`src/rtl/udp_header_tx_pkg.sv`:
```
// Shared types and constants for the UDP header transmitter.
// Package name udp_pkg is kept short so it can be reused by the UDP payload stage.
package udp_pkg;

  typedef enum logic [2:0] {
    IDLE,
    SRC_PORT_TX,
    DST_PORT_TX,
    LEN_TX,
    CSUM_TX
  } udp_tx_state_e;

  localparam logic [7:0]  UDP_PROTO   = 8'h11;
  localparam logic [15:0] UDP_HDR_LEN = 16'd8;

  // MSB-first byte pick from a 16-bit header field.
  function automatic logic [7:0] field_byte(input logic [15:0] word, input logic lsb_sel);
    return lsb_sel ? word[7:0] : word[15:8];
  endfunction

endpackage

```
`src/rtl/udp_header_tx_if.sv`:
```
// Start/field/stream bundle between the IP header stage, the UDP header
// transmitter and the payload stage.
interface udp_header_tx_if;
  logic        ip_header_tx_udp_done;
  logic [15:0] udp_s_port;
  logic [15:0] udp_d_port;
  logic [15:0] udp_len;
  logic [31:0] ip_s_addr;
  logic [31:0] ip_d_addr;
  logic [31:0] payload_sum;
  logic [7:0]  data_out;
  logic        data_valid;
  logic        udp_header_tx_done;

  modport master (
    output ip_header_tx_udp_done, udp_s_port, udp_d_port, udp_len,
           ip_s_addr, ip_d_addr, payload_sum,
    input  data_out, data_valid, udp_header_tx_done
  );

  modport slave (
    input  ip_header_tx_udp_done, udp_s_port, udp_d_port, udp_len,
           ip_s_addr, ip_d_addr, payload_sum,
    output data_out, data_valid, udp_header_tx_done
  );
endinterface

```
`src/rtl/udp_header_tx_csum16_fold.sv`:
```
// Combinational 32->16 one's-complement fold with final inversion.
// Two carry passes are enough: the first sum is at most 17 bits wide.
module csum16_fold (
  input  logic [31:0] sum,
  output logic [15:0] csum
);
  logic [16:0] pass1;
  logic [16:0] pass2;

  always_comb begin
    pass1 = {1'b0, sum[15:0]} + {1'b0, sum[31:16]};
    pass2 = {1'b0, pass1[15:0]} + {16'h0000, pass1[16]};
    csum  = ~pass2[15:0];
  end
endmodule

```
`src/rtl/udp_header_tx.sv`:
```
// UDP header serialiser: 8 bytes MSB-first after the IP header stage's done pulse.
// Optional checksum generation is enabled with `define UDP_CHECKSUM_EN.
module udp_header_tx
  import udp_pkg::*;
#(
  parameter int HDR_BYTES = int'(UDP_HDR_LEN)
) (
  input  logic aclk,
  input  logic areset,
  udp_header_tx_if.slave bus
);

  udp_tx_state_e state_q, state_d;
  logic          cnt_q, cnt_d;
  logic          start_accept;

  logic [15:0] s_port_q;
  logic [15:0] d_port_q;
  logic [15:0] len_q;
  logic [15:0] csum_word;

  assign start_accept = (state_q == IDLE) && bus.ip_header_tx_udp_done;

  always_ff @(posedge aclk) begin
    if (areset) begin
      state_q <= IDLE;
      cnt_q   <= 1'b0;
    end else begin
      state_q <= state_d;
      cnt_q   <= cnt_d;
    end
  end

  // Holding registers: inputs are only guaranteed stable in the start cycle.
  always_ff @(posedge aclk) begin
    if (start_accept) begin
      s_port_q <= bus.udp_s_port;
      d_port_q <= bus.udp_d_port;
      len_q    <= bus.udp_len + 16'(HDR_BYTES);
    end
  end

  always_comb begin
    state_d = state_q;
    cnt_d   = cnt_q;
    if (state_q == IDLE) begin
      cnt_d = 1'b0;
      if (bus.ip_header_tx_udp_done) state_d = SRC_PORT_TX;
    end else begin
      cnt_d = ~cnt_q;
      if (cnt_q) begin
        unique case (state_q)
          SRC_PORT_TX: state_d = DST_PORT_TX;
          DST_PORT_TX: state_d = LEN_TX;
          LEN_TX:      state_d = CSUM_TX;
          default:     state_d = IDLE;
        endcase
      end
    end
  end

  always_comb begin
    logic [15:0] word;
    word                   = 16'h0000;
    bus.data_out           = 8'h00;
    bus.data_valid         = 1'b0;
    bus.udp_header_tx_done = 1'b0;
    unique case (state_q)
      SRC_PORT_TX: word = s_port_q;
      DST_PORT_TX: word = d_port_q;
      LEN_TX:      word = len_q;
      CSUM_TX:     word = csum_word;
      default:     word = 16'h0000;
    endcase
    if (state_q != IDLE) begin
      bus.data_valid         = 1'b1;
      bus.data_out           = field_byte(word, cnt_q);
      bus.udp_header_tx_done = (state_q == CSUM_TX) && cnt_q;
    end
  end

`ifdef UDP_CHECKSUM_EN
  logic [31:0] ip_s_q;
  logic [31:0] ip_d_q;
  logic [31:0] payload_q;
  logic [31:0] acc_q;
  logic [15:0] csum_q;
  logic [15:0] term_a;
  logic [31:0] term_b;
  logic        acc_en;
  logic        fold_en;
  logic [15:0] csum_raw;

  always_ff @(posedge aclk) begin
    if (start_accept) begin
      ip_s_q    <= bus.ip_s_addr;
      ip_d_q    <= bus.ip_d_addr;
      payload_q <= bus.payload_sum;
    end
  end

  // Two pseudo-header/header terms per byte cycle, last pair in the first LEN byte.
  always_comb begin
    term_a  = 16'h0000;
    term_b  = 32'h0000_0000;
    acc_en  = 1'b0;
    fold_en = 1'b0;
    unique case (state_q)
      SRC_PORT_TX: begin
        acc_en = 1'b1;
        term_a = cnt_q ? ip_d_q[31:16] : ip_s_q[31:16];
        term_b = {16'h0000, (cnt_q ? ip_d_q[15:0] : ip_s_q[15:0])};
      end
      DST_PORT_TX: begin
        acc_en = 1'b1;
        term_a = cnt_q ? s_port_q : {8'h00, UDP_PROTO};
        term_b = {16'h0000, (cnt_q ? d_port_q : len_q)};
      end
      LEN_TX: begin
        if (cnt_q) begin
          fold_en = 1'b1;
        end else begin
          acc_en = 1'b1;
          term_a = len_q;
          term_b = payload_q;
        end
      end
      default: ;
    endcase
  end

  always_ff @(posedge aclk) begin
    if (areset || start_accept) acc_q <= 32'h0000_0000;
    else if (acc_en)            acc_q <= acc_q + {16'h0000, term_a} + term_b;
  end

  csum16_fold u_fold (
    .sum  (acc_q),
    .csum (csum_raw)
  );

  // A zero checksum means "none" on the wire, so it is sent as all-ones.
  always_ff @(posedge aclk) begin
    if (fold_en) csum_q <= (csum_raw == 16'h0000) ? 16'hFFFF : csum_raw;
  end

  assign csum_word = csum_q;
`else
  logic unused_csum_inputs;
  assign unused_csum_inputs = ^{bus.ip_s_addr, bus.ip_d_addr, bus.payload_sum};
  assign csum_word = 16'h0000;
`endif

endmodule

```
`src/flat_wrapper.sv`:
```
// flat-port wrapper written by rule: the top's interface ports become plain ports
module udp_header_tx_flat import udp_pkg::*;
#(
  parameter int HDR_BYTES = int'(UDP_HDR_LEN)
)
  (aclk, areset, bus_ip_header_tx_udp_done, bus_udp_s_port, bus_udp_d_port, bus_udp_len, bus_ip_s_addr, bus_ip_d_addr, bus_payload_sum, bus_data_out, bus_data_valid, bus_udp_header_tx_done);
  udp_header_tx_if bus_i ();
  input  logic aclk;
  input  logic areset;
  input wire logic [$bits(bus_i.ip_header_tx_udp_done)-1:0] bus_ip_header_tx_udp_done;
  input wire logic [$bits(bus_i.udp_s_port)-1:0] bus_udp_s_port;
  input wire logic [$bits(bus_i.udp_d_port)-1:0] bus_udp_d_port;
  input wire logic [$bits(bus_i.udp_len)-1:0] bus_udp_len;
  input wire logic [$bits(bus_i.ip_s_addr)-1:0] bus_ip_s_addr;
  input wire logic [$bits(bus_i.ip_d_addr)-1:0] bus_ip_d_addr;
  input wire logic [$bits(bus_i.payload_sum)-1:0] bus_payload_sum;
  output wire logic [$bits(bus_i.data_out)-1:0] bus_data_out;
  output wire logic [$bits(bus_i.data_valid)-1:0] bus_data_valid;
  output wire logic [$bits(bus_i.udp_header_tx_done)-1:0] bus_udp_header_tx_done;
  assign bus_i.ip_header_tx_udp_done = bus_ip_header_tx_udp_done;
  assign bus_i.udp_s_port = bus_udp_s_port;
  assign bus_i.udp_d_port = bus_udp_d_port;
  assign bus_i.udp_len = bus_udp_len;
  assign bus_i.ip_s_addr = bus_ip_s_addr;
  assign bus_i.ip_d_addr = bus_ip_d_addr;
  assign bus_i.payload_sum = bus_payload_sum;
  assign bus_data_out = bus_i.data_out;
  assign bus_data_valid = bus_i.data_valid;
  assign bus_udp_header_tx_done = bus_i.udp_header_tx_done;
  udp_header_tx #(.HDR_BYTES(HDR_BYTES)) u_core (.aclk(aclk), .areset(areset), .bus(bus_i));
endmodule
```
`config.mk`:
```
export PLATFORM = sky130hd
export DESIGN_NAME = udp_header_tx_flat
export DESIGN_NICKNAME = d
export VERILOG_FILES = /design/src/rtl/udp_header_tx_pkg.sv /design/src/rtl/udp_header_tx_if.sv /design/src/rtl/udp_header_tx_csum16_fold.sv /design/src/rtl/udp_header_tx.sv /design/src/flat_wrapper.sv
export SDC_FILE = /design/constraint.sdc
export NUM_CORES = 1
export LEC_CHECK = 0
export CELL_PAD_IN_SITES_DETAIL_PLACEMENT = 1
export CELL_PAD_IN_SITES_GLOBAL_PLACEMENT = 1
export CORE_UTILIZATION = 24
export CTS_BUF_LIST = sky130_fd_sc_hd__clkbuf_4
export DETAILED_ROUTE_END_ITERATION = 10
export PLACE_DENSITY_LB_ADDON = 0.2
export REMOVE_ABC_BUFFERS = 1
export SLEW_MARGIN = 30
export SYNTH_ARGS = -nofsm -noshare
export SYNTH_HDL_FRONTEND = slang
export SYNTH_SLANG_ARGS = --single-unit
```
`constraint.sdc`:
```
create_clock -name aclk -period 2.9 [get_ports aclk]
set_clock_uncertainty 0.2 [all_clocks]
set_input_delay 0.435 -clock aclk [delete_from_list [all_inputs] [get_ports aclk]]
set_output_delay 0.435 -clock aclk [all_outputs]
set_load 0.01 [all_outputs]
```
==> summary.txt <==
Timing
  • Final worst-path cycle share: 91.66%
  • Final setup viols: 0
  • Relative slew slack: around three quarters
  • Final Critical Period: 2658 ps
  • Final hold vios: 0
  • Slew @ Worst Pin: approximately 370 ps
  • Fmax: 376.2 MHz
  • Sum of negative setup slack: 0 ps
  • Slew Viols, Final: 0
  • RSZ-0062 raised after global routing: false

CTS
  • Post-CTS Setup Inserts: 0
  • CTS Sinks: 52
  • Clock slew at reported path FFs: 150 ps
  • Max Buffers Root-to-Sink: 2
  • Root cell of the clock tree: clkbuf_4
  • TritonCTS clock tree: done
  • Htree depth: 2
  • Cts hold-fix bufs: 0
  • Worst skew pair latency: around 370 ps
  • Total CTS buffers: 5

Placed design
  • DP HPWL: ~4000 µm
  • Final weighted congestion in routability-driven placement: 0.7298
  • Number of port buffers: 60

Power
  • VDD IR max: ~0.00024 V
  • Total Power: between 1.5 and 2 mW
  • Leak Pwr: 1.178 nW
  • Seq pwr share: 49.6%
  • Clock power share: between 30% and 40%
  • Pwr/cell area: roughly 600 nW/µm²
  • Comb pwr share: 20.0%
  • Pint: 1.470 mW
  • NetSw: 458.5 µW
  • Switching Fraction: roughly a quarter

Critical path
  • Startpoint Class: flip-flop
  • Reg-to-reg critical path startpoint: u_core.state_q[2]
  • Critical Path Sink Type: primary output
  • R2R setup slack: 1000 ps
  • Worst-path fanout max: 10
  • Worst r2r dst: u_core.s_port_q[0]
  • Max stage delay on crit path: 410 ps
  • Worst setup path startpoint: u_core.state_q[0]
  • CP arrival: 2020 ps
  • Critical path type: flip-flop to primary output
  • Worst reg2reg path depth: 4
  • CP cell instances: buf_4, mux2_2, a221oi_1, a2111oi_2, dlygate4sd2_1
  • Req. time, crit path: 2270 ps
  • CP max stage cell: dfxtp_4

Drt
  • Vias per cell: 4.433
  • Routed vias: 1,609
  • Remaining DRCs: 0
  • Drt pass-1 iters: 5
  • Iter 0 DRT Violations: 61
  • WL/cell: 15.51 µm
  • Antenna-violating nets left: 0
  • Post-Route WL: around 5600 µm

Die
  • Die X: 100.2 µm
  • Die area: 10,050 µm²
  • Die Y: between 100 and 150 µm
  • I/O pins: 157
  • Initial Utilization: 24.95%
  • Placement row count: 35
  • Core area: 9284 µm²

Hold path
  • Hold WC Path Type: flip-flop to flip-flop
  • Worst Hold End: u_core.state_q[0]
  • Min-delay src: u_core.state_q[0]
  • Min-Delay Path Depth: 2

Logic synthesis
  • Synth top area share: between 60 and 70%
  • Netlist cell types: 38
  • Post-Syn Area per Cell: between 10 and 15 µm²
  • Mapped cell area: 2316 µm²
  • Sequential area share after synthesis: 65.69%
  • Primary FF master, synth: edfxtp_1
  • Number of synthesized flops with an enable pin: 48
  • Cells after Synth: 165
  • Leading area contributor after synthesis: edfxtp_1
  • YS warnings: 0
  • Synth area leaders: edfxtp_1, dfxtp_1, mux2_2, a211oi_1, xor2_1
  • FFs w/ async S/R, synth: 0%
  • Flops & latches, synth: 52

Global routing
  • Gr ovfl total: 0
  • Antenna violations before repair: 0
  • Vias in the first global route: 1,724
  • First-pass GRT wire length: 8797 µm
  • GRT Resource Usage Total: 11.55%
  • Largest net degree at the start of global routing: 49

Finish
  • Layout cells sized above 1: roughly 16%
  • Synth-to-layout area growth: 41.98%
  • Final Net Count: 381
  • Diode count: 0

Run
  • Max cap viols: 0

Run status
  • Run status: completed
layout by cell type (no fill, tap or decap), drive strengths merged, types with 6 or more instances in the layout:
| master | instances |
|---|---|
| a21oi | 9 |
| nand2 | 7 |
| edfxtp | 48 |
| inv | 6 |
| buf | 9 |
| nor3 | 7 |
| clkdlybuf4s50 | 52 |
| a211oi | 7 |
| nand3 | 6 |
| xor2 | 6 |
synth_stat cells, types with 5 or more instances:
master and number:
mux2_2 5, nand2b_1 5, nand2_1 7, a222oi_1 5, nand3_1 6, a211oi_1 7
xnor2_1 5, a221oi_1 5, a21oi_1 9, xor2_1 6, nor3_1 7, inv_1 6
edfxtp_1 48
layout make-up:
class | count | area [µm²]
inverter | 6 | 22.52
clock buffer | 5 | 37.54
clock inverter | 3 | 90.09
timing repair buffer | 69 | 685.7
multi-input combinational | 99 | 757.0
fill | 1025 | 5996
sequential | 52 | 1534
tap | 129 | 161.4
critical path: cells and delay by family (launching register included):
family	cells	cell delay (ps)
muxes	1	350
DFF	1	410
buffers and inverters	2	470
AOI/OAI and AO/OA	2	430
per-stage QoR:
stage                     cell area [µm²]  util (%)  setup WS [ps]  cells  hold slack [ps]
after CTS                            3242     34.92          6.517    363            382.3
after floorplan                      2262         -          293.7    157            304.1
final                                3288     35.42          241.9    363            369.7
after detailed placement             3105     33.45          253.5    355            434.4
after global placement               3105     33.45          270.3    355            424.1
after global routing                 3288     35.42          114.1    363            380.4
cells by family (layout without fill, tap and decap cells):
logic type,count (synthesis),in the layout,share of synthesized area (%)
AOI/OAI and AO/OA,35,35,11.99
xor gates and xnor gates,11,11,4.160
adders and majority gates,1,1,0.5402
buffers and inverters,14,83,3.295
DFF,52,52,65.69
muxes,5,5,2.431
and+or+nand+nor,47,47,11.89
power groups by stage:
stage	registers, mW	clock network [mW]	logic [mW]
after floorplan	0.977	0	0.169
after global placement	0.971	0	0.380
after detailed placement	0.971	0	0.383
after CTS	0.956	0.602	0.383
after global routing	0.964	0.627	0.422
final	0.956	0.587	0.385
metal layers:
metal	global-route usage (%)	vias up	routed length, µm
met5	0	-	0
met4	4.013	0	76
met3	2.019	5	230
met2	18.44	48	2598
met1	15.79	773	2724
li1	-	783	-
sequential cells by signal (all words and copies together) (netlist names):
signal / cells
u_core.cnt_q: 1
u_core.d_port_q: 16
u_core.len_q: 16
u_core.s_port_q: 16
u_core.state_q: 3
timing repair:
item                                    in CTS  in global routing
gates cloned                                 0                  0
pin swaps                                    0                  3
gates resized for setup                     11                 12
endpoints found under the setup margin       8                  4
worst max path at each step:
| stage | to | slack, ps | cells past startpoint |
|---|---|---|---|
| detailed placement | bus_data_out[3] | 250 | 5 |
| CTS | bus_data_out[5] | 7 | 5 |
| global placement | bus_data_out[3] | 270 | 5 |
| global route | bus_data_out[3] | 110 | 5 |
| floorplan | u_core.d_port_q[0] | 290 | 2 |
| finish | bus_data_out[3] | 240 | 5 |
(Power assumes the default switching activity.)
